==> config.mk <==
export PLATFORM = sky130hd
export DESIGN_NAME = cache_axi_bridge_flat
export DESIGN_NICKNAME = d
export VERILOG_FILES = /design/src/rtl/cache_axi_bridge_if.sv /design/src/rtl/cache_axi_bridge.sv /design/src/flat_wrapper.sv
export SDC_FILE = /design/constraint.sdc
export NUM_CORES = 1
export LEC_CHECK = 0
export ABC_AREA = 1
export BUFFER_PORTS_ARGS = -buffer_cell sky130_fd_sc_hd__buf_2
export CORE_AREA = 2 2 159 161
export CTS_BUF_LIST = sky130_fd_sc_hd__clkbuf_2
export DETAILED_ROUTE_END_ITERATION = 7
export DIE_AREA = 0 0 161 163
export PLACE_DENSITY = 0.69
export SETUP_SLACK_MARGIN = 0.02
export SYNTH_ARGS = -nofsm -noshare
export SYNTH_HDL_FRONTEND = slang
export SYNTH_SLANG_ARGS = --single-unit
==> constraint.sdc <==
create_clock -name clk -period 1.91 [get_ports clk]
set_input_delay 0 -clock clk [delete_from_list [all_inputs] [get_ports clk]]
set_output_delay 0 -clock clk [all_outputs]
set_load 0.03 [all_outputs]
==> src/rtl/cache_axi_bridge_if.sv <==
// Signal bundle between the L1 cache, the cache/AXI bridge and the AXI4 slave.
// The master modport is the bridge's view; the slave modport is the environment's.
interface cache_axi_bridge_if #(
  parameter int LINE_BEATS = 4
);
  logic                    rd_req;
  logic [2:0]              rd_type;
  logic [31:0]             rd_addr;
  logic                    rd_rdy;
  logic                    ret_valid;
  logic                    ret_last;
  logic [31:0]             ret_data;

  logic                    wr_req;
  logic [2:0]              wr_type;
  logic [31:0]             wr_addr;
  logic [3:0]              wr_wstrb;
  logic [32*LINE_BEATS-1:0] wr_data;
  logic                    wr_rdy;

  logic [31:0]             araddr;
  logic [7:0]              arlen;
  logic [2:0]              arsize;
  logic                    arvalid;
  logic                    arready;
  logic [31:0]             rdata;
  logic                    rlast;
  logic                    rvalid;
  logic                    rready;

  logic [31:0]             awaddr;
  logic [7:0]              awlen;
  logic [2:0]              awsize;
  logic                    awvalid;
  logic                    awready;
  logic [31:0]             wdata;
  logic [3:0]              wstrb;
  logic                    wlast;
  logic                    wvalid;
  logic                    wready;
  logic                    bvalid;
  logic                    bready;

  modport master (
    input  rd_req, rd_type, rd_addr, wr_req, wr_type, wr_addr, wr_wstrb, wr_data,
           arready, rdata, rlast, rvalid, awready, wready, bvalid,
    output rd_rdy, ret_valid, ret_last, ret_data, wr_rdy,
           araddr, arlen, arsize, arvalid, rready,
           awaddr, awlen, awsize, awvalid, wdata, wstrb, wlast, wvalid, bready
  );

  modport slave (
    output rd_req, rd_type, rd_addr, wr_req, wr_type, wr_addr, wr_wstrb, wr_data,
           arready, rdata, rlast, rvalid, awready, wready, bvalid,
    input  rd_rdy, ret_valid, ret_last, ret_data, wr_rdy,
           araddr, arlen, arsize, arvalid, rready,
           awaddr, awlen, awsize, awvalid, wdata, wstrb, wlast, wvalid, bready
  );
endinterface

==> src/rtl/cache_axi_bridge.sv <==
// Cache-to-AXI4 bridge: independent read and write FSMs turn L1 line refills and
// write-backs into AR/R and AW/W/B bursts, with a one-line write buffer.
module cache_axi_bridge #(
  parameter int LINE_BEATS = 4,
  parameter int HAZARD_CHK = 1
) (
  input  logic               clk,
  input  logic               resetn,
  cache_axi_bridge_if.master bus
);
  localparam int         CNT_W    = (LINE_BEATS > 1) ? $clog2(LINE_BEATS) : 1;
  localparam int         OFF_W    = $clog2(LINE_BEATS * 4);
  localparam logic [7:0] LINE_LEN = 8'(LINE_BEATS - 1);

  typedef enum logic [1:0] {R_IDLE, R_AR, R_DATA} rd_state_t;
  typedef enum logic [1:0] {W_IDLE, W_AW, W_DATA, W_B} wr_state_t;

  function automatic logic [7:0] len_of(input logic [2:0] t);
    return (t == 3'b100) ? LINE_LEN : 8'd0;
  endfunction

  function automatic logic [2:0] size_of(input logic [2:0] t);
    return (t == 3'b100) ? 3'b010 : {1'b0, t[1:0]};
  endfunction

  rd_state_t        rd_state, rd_next;
  wr_state_t        wr_state, wr_next;
  logic [31:0]      ar_addr;
  logic [7:0]       ar_len;
  logic [2:0]       ar_size;
  logic [31:0]      buf_addr;
  logic [7:0]       buf_len;
  logic [2:0]       buf_size;
  logic [3:0]       buf_strb;
  logic [31:0]      buf_beat [LINE_BEATS];
  logic [CNT_W-1:0] w_cnt;
  logic             hazard;
  logic             rd_take;
  logic             wr_take;
  logic             w_fire;

  // A refill must not overtake a write-back of the same line that is still unacknowledged.
  assign hazard  = (HAZARD_CHK != 0) && (wr_state != W_IDLE) &&
                   (bus.rd_addr[31:OFF_W] == buf_addr[31:OFF_W]);
  assign rd_take = (rd_state == R_IDLE) && bus.rd_req && !hazard;
  assign wr_take = (wr_state == W_IDLE) && bus.wr_req;
  assign w_fire  = (wr_state == W_DATA) && bus.wready;

  assign bus.araddr   = ar_addr;
  assign bus.arlen    = ar_len;
  assign bus.arsize   = ar_size;
  assign bus.ret_data = bus.rdata;

  always_ff @(posedge clk or negedge resetn) begin
    if (!resetn) begin
      rd_state <= R_IDLE;
      ar_addr  <= '0;
      ar_len   <= '0;
      ar_size  <= '0;
    end else begin
      rd_state <= rd_next;
      if (rd_take) begin
        ar_addr <= bus.rd_addr;
        ar_len  <= len_of(bus.rd_type);
        ar_size <= size_of(bus.rd_type);
      end
    end
  end

  always_comb begin
    rd_next       = rd_state;
    bus.rd_rdy    = 1'b0;
    bus.arvalid   = 1'b0;
    bus.rready    = 1'b0;
    bus.ret_valid = 1'b0;
    bus.ret_last  = 1'b0;
    case (rd_state)
      R_IDLE: begin
        bus.rd_rdy = !hazard;
        if (rd_take) rd_next = R_AR;
      end
      R_AR: begin
        bus.arvalid = 1'b1;
        if (bus.arready) rd_next = R_DATA;
      end
      R_DATA: begin
        bus.rready    = 1'b1;
        bus.ret_valid = bus.rvalid;
        bus.ret_last  = bus.rvalid && bus.rlast;
        if (bus.rvalid && bus.rlast) rd_next = R_IDLE;
      end
      default: rd_next = R_IDLE;
    endcase
  end

  assign bus.awaddr = buf_addr;
  assign bus.awlen  = buf_len;
  assign bus.awsize = buf_size;
  assign bus.wdata  = buf_beat[w_cnt];
  assign bus.wstrb  = buf_strb;
  assign bus.wlast  = (wr_state == W_DATA) && ({{(8-CNT_W){1'b0}}, w_cnt} == buf_len);

  // The whole line is captured on accept so the cache can drop wr_req immediately.
  always_ff @(posedge clk or negedge resetn) begin
    if (!resetn) begin
      wr_state <= W_IDLE;
      buf_addr <= '0;
      buf_len  <= '0;
      buf_size <= '0;
      buf_strb <= '0;
      w_cnt    <= '0;
      for (int k = 0; k < LINE_BEATS; k++) buf_beat[k] <= '0;
    end else begin
      wr_state <= wr_next;
      if (wr_take) begin
        buf_addr <= bus.wr_addr;
        buf_len  <= len_of(bus.wr_type);
        buf_size <= size_of(bus.wr_type);
        buf_strb <= (bus.wr_type == 3'b100) ? 4'hf : bus.wr_wstrb;
        for (int k = 0; k < LINE_BEATS; k++) buf_beat[k] <= bus.wr_data[32*k +: 32];
      end
      if (w_fire) w_cnt <= bus.wlast ? '0 : w_cnt + 1'b1;
    end
  end

  always_comb begin
    wr_next     = wr_state;
    bus.wr_rdy  = 1'b0;
    bus.awvalid = 1'b0;
    bus.wvalid  = 1'b0;
    bus.bready  = 1'b0;
    case (wr_state)
      W_IDLE: begin
        bus.wr_rdy = 1'b1;
        if (bus.wr_req) wr_next = W_AW;
      end
      W_AW: begin
        bus.awvalid = 1'b1;
        if (bus.awready) wr_next = W_DATA;
      end
      W_DATA: begin
        bus.wvalid = 1'b1;
        if (bus.wready && bus.wlast) wr_next = W_B;
      end
      W_B: begin
        bus.bready = 1'b1;
        if (bus.bvalid) wr_next = W_IDLE;
      end
      default: wr_next = W_IDLE;
    endcase
  end
endmodule

==> src/flat_wrapper.sv <==
// flat-port wrapper written by rule: the top's interface ports become plain ports
module cache_axi_bridge_flat 
#(
  parameter int LINE_BEATS = 4,
  parameter int HAZARD_CHK = 1
)
  (clk, resetn, bus_rd_req, bus_rd_type, bus_rd_addr, bus_wr_req, bus_wr_type, bus_wr_addr, bus_wr_wstrb, bus_wr_data, bus_arready, bus_rdata, bus_rlast, bus_rvalid, bus_awready, bus_wready, bus_bvalid, bus_rd_rdy, bus_ret_valid, bus_ret_last, bus_ret_data, bus_wr_rdy, bus_araddr, bus_arlen, bus_arsize, bus_arvalid, bus_rready, bus_awaddr, bus_awlen, bus_awsize, bus_awvalid, bus_wdata, bus_wstrb, bus_wlast, bus_wvalid, bus_bready);
  cache_axi_bridge_if #(.LINE_BEATS(LINE_BEATS)) bus_i ();
  input  logic clk;
  input  logic resetn;
  input wire logic [$bits(bus_i.rd_req)-1:0] bus_rd_req;
  input wire logic [$bits(bus_i.rd_type)-1:0] bus_rd_type;
  input wire logic [$bits(bus_i.rd_addr)-1:0] bus_rd_addr;
  input wire logic [$bits(bus_i.wr_req)-1:0] bus_wr_req;
  input wire logic [$bits(bus_i.wr_type)-1:0] bus_wr_type;
  input wire logic [$bits(bus_i.wr_addr)-1:0] bus_wr_addr;
  input wire logic [$bits(bus_i.wr_wstrb)-1:0] bus_wr_wstrb;
  input wire logic [$bits(bus_i.wr_data)-1:0] bus_wr_data;
  input wire logic [$bits(bus_i.arready)-1:0] bus_arready;
  input wire logic [$bits(bus_i.rdata)-1:0] bus_rdata;
  input wire logic [$bits(bus_i.rlast)-1:0] bus_rlast;
  input wire logic [$bits(bus_i.rvalid)-1:0] bus_rvalid;
  input wire logic [$bits(bus_i.awready)-1:0] bus_awready;
  input wire logic [$bits(bus_i.wready)-1:0] bus_wready;
  input wire logic [$bits(bus_i.bvalid)-1:0] bus_bvalid;
  output wire logic [$bits(bus_i.rd_rdy)-1:0] bus_rd_rdy;
  output wire logic [$bits(bus_i.ret_valid)-1:0] bus_ret_valid;
  output wire logic [$bits(bus_i.ret_last)-1:0] bus_ret_last;
  output wire logic [$bits(bus_i.ret_data)-1:0] bus_ret_data;
  output wire logic [$bits(bus_i.wr_rdy)-1:0] bus_wr_rdy;
  output wire logic [$bits(bus_i.araddr)-1:0] bus_araddr;
  output wire logic [$bits(bus_i.arlen)-1:0] bus_arlen;
  output wire logic [$bits(bus_i.arsize)-1:0] bus_arsize;
  output wire logic [$bits(bus_i.arvalid)-1:0] bus_arvalid;
  output wire logic [$bits(bus_i.rready)-1:0] bus_rready;
  output wire logic [$bits(bus_i.awaddr)-1:0] bus_awaddr;
  output wire logic [$bits(bus_i.awlen)-1:0] bus_awlen;
  output wire logic [$bits(bus_i.awsize)-1:0] bus_awsize;
  output wire logic [$bits(bus_i.awvalid)-1:0] bus_awvalid;
  output wire logic [$bits(bus_i.wdata)-1:0] bus_wdata;
  output wire logic [$bits(bus_i.wstrb)-1:0] bus_wstrb;
  output wire logic [$bits(bus_i.wlast)-1:0] bus_wlast;
  output wire logic [$bits(bus_i.wvalid)-1:0] bus_wvalid;
  output wire logic [$bits(bus_i.bready)-1:0] bus_bready;
  assign bus_i.rd_req = bus_rd_req;
  assign bus_i.rd_type = bus_rd_type;
  assign bus_i.rd_addr = bus_rd_addr;
  assign bus_i.wr_req = bus_wr_req;
  assign bus_i.wr_type = bus_wr_type;
  assign bus_i.wr_addr = bus_wr_addr;
  assign bus_i.wr_wstrb = bus_wr_wstrb;
  assign bus_i.wr_data = bus_wr_data;
  assign bus_i.arready = bus_arready;
  assign bus_i.rdata = bus_rdata;
  assign bus_i.rlast = bus_rlast;
  assign bus_i.rvalid = bus_rvalid;
  assign bus_i.awready = bus_awready;
  assign bus_i.wready = bus_wready;
  assign bus_i.bvalid = bus_bvalid;
  assign bus_rd_rdy = bus_i.rd_rdy;
  assign bus_ret_valid = bus_i.ret_valid;
  assign bus_ret_last = bus_i.ret_last;
  assign bus_ret_data = bus_i.ret_data;
  assign bus_wr_rdy = bus_i.wr_rdy;
  assign bus_araddr = bus_i.araddr;
  assign bus_arlen = bus_i.arlen;
  assign bus_arsize = bus_i.arsize;
  assign bus_arvalid = bus_i.arvalid;
  assign bus_rready = bus_i.rready;
  assign bus_awaddr = bus_i.awaddr;
  assign bus_awlen = bus_i.awlen;
  assign bus_awsize = bus_i.awsize;
  assign bus_awvalid = bus_i.awvalid;
  assign bus_wdata = bus_i.wdata;
  assign bus_wstrb = bus_i.wstrb;
  assign bus_wlast = bus_i.wlast;
  assign bus_wvalid = bus_i.wvalid;
  assign bus_bready = bus_i.bready;
  cache_axi_bridge #(.LINE_BEATS(LINE_BEATS), .HAZARD_CHK(HAZARD_CHK)) u_core (.clk(clk), .resetn(resetn), .bus(bus_i));
endmodule
==> results of run 1 <==
==> cell usage after synthesis, drive strengths merged <==
library cell,n,share of area
nor2,85,0.034
o211ai,1,0.00077
a21oi,5,0.0026
conb,1,0.00039
buf,72,0.051
dfrtp,208,0.54
o22ai,34,0.022
nand4,2,0.0013
xor2,3,0.0027
clkbuf,40,0.015
inv,54,0.021
or2,1,0.00064
nor4,1,0.00064
nor3,2,0.0010
xnor2,8,0.0072
nand3,36,0.019
ha,4,0.0051
o21ai,92,0.047
nand2,597,0.23
==> stage by stage <==
| step | area [µm²] | utilization |
|---|---|---|
| floorplan | 9770 | - |
| global placement | 11600 | 0.469 |
| detailed placement | 11600 | 0.469 |
==> cell families after synthesis <==
kind of cell | share of synthesized area
compound gates | 0.0726
xor+xnor | 0.00991
other cells | 0.000386
buf+inv | 0.0873
flops | 0.535
fa+ha+maj | 0.00515
simple gates | 0.289
==> metrics.log, run 1 <==
[metrics] result of the run: aborted with a tool error
[metrics] Last stage: 4_1_cts
[metrics] First Error: [ERROR RSZ-0060] Max buffer count reached.
[metrics] port bufs: 329
[metrics] number of placement rows: 58
[metrics] buffers inserted during post-CTS setup optimization: 24
[metrics] Placed Instances: between 1,500 and 2,000
[metrics] weighted congestion reported at the end of routability-driven placement: 0.829
[metrics] root buffer cell: sky130_fd_sc_hd__clkbuf_2
[metrics] count of H-tree levels built during CTS: 2
[metrics] count of synthesis-stage warnings from yosys: 0
[metrics] hold buffer count at CTS: around 390
[metrics] number of gates given a new drive strength after cts: 91
[metrics] clock sinks: 208
[metrics] post-synthesis instance area: 0.00972 mm²
[metrics] TritonCTS buffer count: 55
[metrics] number of different library cells in the post-synthesis netlist: 27
[metrics] count of mapped cells out of synthesis: 1,246
[metrics] sequential fraction of the synthesis area: 0.535
[metrics] I/O pins: between 400 and 500
[metrics] effective utilization at floorplan: 0.394
[metrics] worst setup slack before clock tree synthesis: 145 ps
[metrics] Post-Synthesis Mean Instance Area: 7.80 µm²
[metrics] number of buffers between clock root and the deepest sink: 3
[metrics] post-synthesis register bit count: 208
[metrics] width of the die: 161 µm
[metrics] DIE HEIGHT: 163 µm
[metrics] HPWL after DPL: 20,600 µm
==> run 2, diff against run 1 <==
Settings changed: CORE_AREA 2 2 159 161 to not set, CORE_MARGIN set to 2, CORE_UTILIZATION set to 30, CTS_BUF_LIST sky130_fd_sc_hd__clkbuf_2 to not set, DIE_AREA 0 0 161 163 to not set, PLACE_DENSITY 0.69 to not set, PLACE_DENSITY_LB_ADDON set to 0.15, SETUP_SLACK_MARGIN 0.02 to not set.
==> run 2 against run 1 <==
  * Synthesized cell count unchanged
  * The flow now finishes without violations
  * Synthesized area unchanged
==> metrics.log, run 2 <==
[metrics] number of violations of the max-capacitance limit: 0
[metrics] delay of the slowest critical-path stage: 440 ps
[metrics] count of mapped cells out of synthesis: 1,246 (unchanged)
[metrics] share of async-settable or async-resettable flops after synthesis: 1.00 (unchanged)
[metrics] Metal-1 WL: between 15,000 and 20,000 µm
[metrics] Hold Path Sink: bus_ret_data[16]
[metrics] setup slack after layout: 72.5 ps
[metrics] number of buffers between clock root and the deepest sink: 3 (unchanged)
[metrics] startpoint of the worst register-to-register path: u_core.wr_state[0]
[metrics] width of the die: 184 µm (+14%)
[metrics] result of the run: finished, final reports clean
[metrics] worst ir drop on vdd: about 0.8 mV
[metrics] number of global-route vias before repair: 9,840
[metrics] pin count of the biggest net entering global routing: 93
[metrics] crit share post-route: 0.962
[metrics] Arr. time, crit path: between 1500 and 2000 ps
[metrics] Non-Filler Instances: 2,170
[metrics] Max FO, Critical Path: 28
[metrics] weighted congestion reported at the end of routability-driven placement: 0.800 (-3.6%)
[metrics] number of detailed-routing iterations run before antenna repair: 5
[metrics] number of placement rows: 65 (+12%)
[metrics] count of H-tree levels built during CTS: 1 (-1)
[metrics] type of the worst setup path: register to output pin
[metrics] leading cell types by total area after synthesis: sky130_fd_sc_hd__dfrtp_1 (54%), sky130_fd_sc_hd__nand2_1 (23%), sky130_fd_sc_hd__o21ai_0 (4.7%), sky130_fd_sc_hd__buf_4 (3.7%), sky130_fd_sc_hd__nor2_1 (3.2%)
[metrics] most frequent cells in the layout: sky130_fd_sc_hd__nand2_1 (594), sky130_fd_sc_hd__buf_2 (321), sky130_fd_sc_hd__dlygate4sd3_1 (209), sky130_fd_sc_hd__dfrtp_1 (207), sky130_fd_sc_hd__o21ai_0 (92)
[metrics] total number of vias: 9,798
[metrics] global-route congestion overflow total: 0
[metrics] post-layout util: 0.465
[metrics] minimum clock period: between 1500 and 2000 ps
[metrics] flip-flop count of the largest register after layout: roughly 130
[metrics] count of synthesis-stage warnings from yosys: 0 (unchanged)
[metrics] count of unresolved DRC violations after routing: 0
[metrics] maximum clock frequency: 544 MHz
[metrics] critical path's slowest cell: sky130_fd_sc_hd__dfrtp_2
[metrics] met3 wire len: 1890 µm
[metrics] Post-layout nets: approximately 2,000
[metrics] biggest area consumer among synthesized cells: sky130_fd_sc_hd__dfrtp_1
[metrics] clock transition at the registers of the reported paths: 60 ps
[metrics] port bufs: 329 (unchanged)
[metrics] kind of start point of the critical path: register
[metrics] DIE HEIGHT: 184 µm (+13%)
[metrics] HPWL after DPL: 22,300 µm (+8.0%)
[metrics] leading cell type in the layout, fill and taps excluded: sky130_fd_sc_hd__nand2_1
[metrics] global-route wire length before repair: 52,700 µm
[metrics] TritonCTS buffer count: 25 (-55%)
[metrics] routed vias/inst: approximately 4.5
[metrics] Worst Setup End Kind: output pin
[metrics] number of different library cells in the post-synthesis netlist: 27 (unchanged)
[metrics] most common library cells after synthesis: sky130_fd_sc_hd__nand2_1 (595), sky130_fd_sc_hd__dfrtp_1 (208), sky130_fd_sc_hd__o21ai_0 (92)
[metrics] sequential fraction of the synthesis area: 0.535 (unchanged)
[metrics] family with the most delay on the worst path: buffers and inverters
[metrics] RSZ-0062 raised after global routing: true
[metrics] area share of the largest cell type after synthesis: 0.535 (unchanged)
[metrics] clock latency reported for the late side of the worst-skew pair: 530 ps
[metrics] Bufs and invs on worst path: 4
[metrics] final setup fails: 0
[metrics] effective utilization at floorplan: 0.306 (-0.0875)
[metrics] register-to-register setup slack: around 180 ps
[metrics] final-report max-slew violation count: 0
[metrics] Top reg by flops: u_core.buf_beat
[metrics] number of enable flip-flop cells after synthesis: 0 (unchanged)
[metrics] root buffer cell: sky130_fd_sc_hd__clkbuf_16
[metrics] Layout Skew: 16.2 ps
[metrics] growth of design area from synthesis to finish: 51.9%
[metrics] type of the most critical hold path: input pin to output pin
[metrics] CTS tree: built
[metrics] post-synthesis instance area: 0.00972 mm² (unchanged)
[metrics] Hold Vio Cnt, Final: 0
[metrics] wire length reported by the detailed router: 35,300 µm
[metrics] Placed Instances: 1,907 (+4.2%)
[metrics] most used flip-flop cell after synthesis: sky130_fd_sc_hd__dfrtp_1
[metrics] most instantiated library cell after synthesis: sky130_fd_sc_hd__nand2_1
[metrics] full die area: 0.0339 mm²
[metrics] reported leakage power: about 8.0 nW
[metrics] total power density per cell area: 1650 mW/mm²
[metrics] Total Routing Usage GR: 0.197
[metrics] number of cells traversed by the worst register-to-register path: 12
[metrics] Routed Antenna Nets: 0
[metrics] mean routed wirelength per cell: roughly 16 µm
[metrics] post-synthesis register bit count: 208 (unchanged)
[metrics] detailed route wirelength on metal2: 16,900 µm
[metrics] cell count of the worst hold path: 0
[metrics] clock sinks: 208 (unchanged)
[metrics] Post-Synthesis Mean Instance Area: 7.80 µm² (unchanged)
[metrics] antenna violations before repair: 2
[metrics] worst setup slack before clock tree synthesis: 103 ps (-42.0 ps)
[metrics] required arrival time at the worst endpoint: 1910 ps
[metrics] area of the core: between 0.03 and 0.04 mm²
[metrics] end of the worst register-to-register path: u_core.bus.araddr[23]
[metrics] share of cells above drive strength 1: 0.239
[metrics] cell depth of the worst setup path: 6
[metrics] I/O pins: 408 (unchanged)
[metrics] Hold Path Origin: bus_rdata[16]
[metrics] chain of cells forming the critical path: buf_12, clkbuf_16, nand2_1, nand4_1, inv_1, clkbuf_4
[metrics] top routing layer in use: met4
[metrics] drt first-iter violations: 545
==> run 2: cell counts after synthesis <==
Identical to the previous run, type by type.
==> run 2: stage by stage <==
| stage | instance area [µm²] | TNS (ps) | hold WS, ps | total power [mW] |
|---|---|---|---|---|
| final | 14800 | 0 | 0.0116 | 24.4 |
| after global routing | 14800 | -29.2 | 0.0477 | 26.1 |
| after CTS | 14600 | 0 | 0.205 | 24.1 |
| after detailed placement | 11600 | 0 | -85.1 | 18.8 |
| after global placement | 11600 | 0 | -87.2 | 18.7 |
| after floorplan | 9770 | 0 | -296 | 15.2 |
==> run 2: kinds of logic after synthesis <==
kind of cell	count (synthesis)	share of synthesized area
xor gates and xnor gates	11	0.00991
buffers and inverters	166	0.0873
and+or+nand+nor	724	0.289
other	1	0.000386
adders and majority gates	4	0.00515
AOI/OAI and AO/OA	132	0.0726
DFF	208	0.535
==> run 2: layout make-up <==
class	count	area [µm²]
Antenna cell	2	5.00
Clock buffer	35	703
Clock inverter	7	91.3
Fill cell	3174	17000
Inverter	54	213
Multi-Input combinational cell	886	3760
Sequential cell	208	5210
Tap cell	402	503
Timing Repair Buffer	576	4280
==> run 2: timing repair <==
action	CTS	global route
pin swaps	1	6
hold endpoints to repair	416	0
cloned	0	5
gates resized for setup	4	21
hold buffers	210	0
endpoints found under the setup margin	15	49
buffers inserted	3	1
==> run 2: power by group <==
group          total [mW]  switching, mW  internal (mW)
clock                4.74           1.92           2.82
combinational        12.0           7.99           4.01
sequential           7.63           1.17           6.46
total                24.4           11.1           13.3
==> run 2: worst max path at each step <==
stage                  startpoint                    end  slack [ps]
2_1_floorplan  u_core.wr_state[0]     u_core.buf_beat[0]         110
3_5_place_dp   u_core.wr_state[0]  u_core.bus.araddr[16]         100
4_1_cts           u_core.w_cnt[0]          bus_wdata[23]           7
5_1_grt           u_core.w_cnt[0]              bus_wlast         -20
3_3_place_gp   u_core.wr_state[0]  u_core.bus.araddr[12]         190
6_report          u_core.w_cnt[0]              bus_wlast          70
==> run 2: layer usage <==
| metal | track usage | up-vias |
|---|---|---|
| li1 | - | 4837 |
| met1 | 0.254 | 4593 |
| met2 | 0.334 | 298 |
| met3 | 0.0353 | 70 |
| met4 | 0.0640 | 0 |
| met5 | 0 | - |
Note: power is estimated with default switching activity, not from simulation.
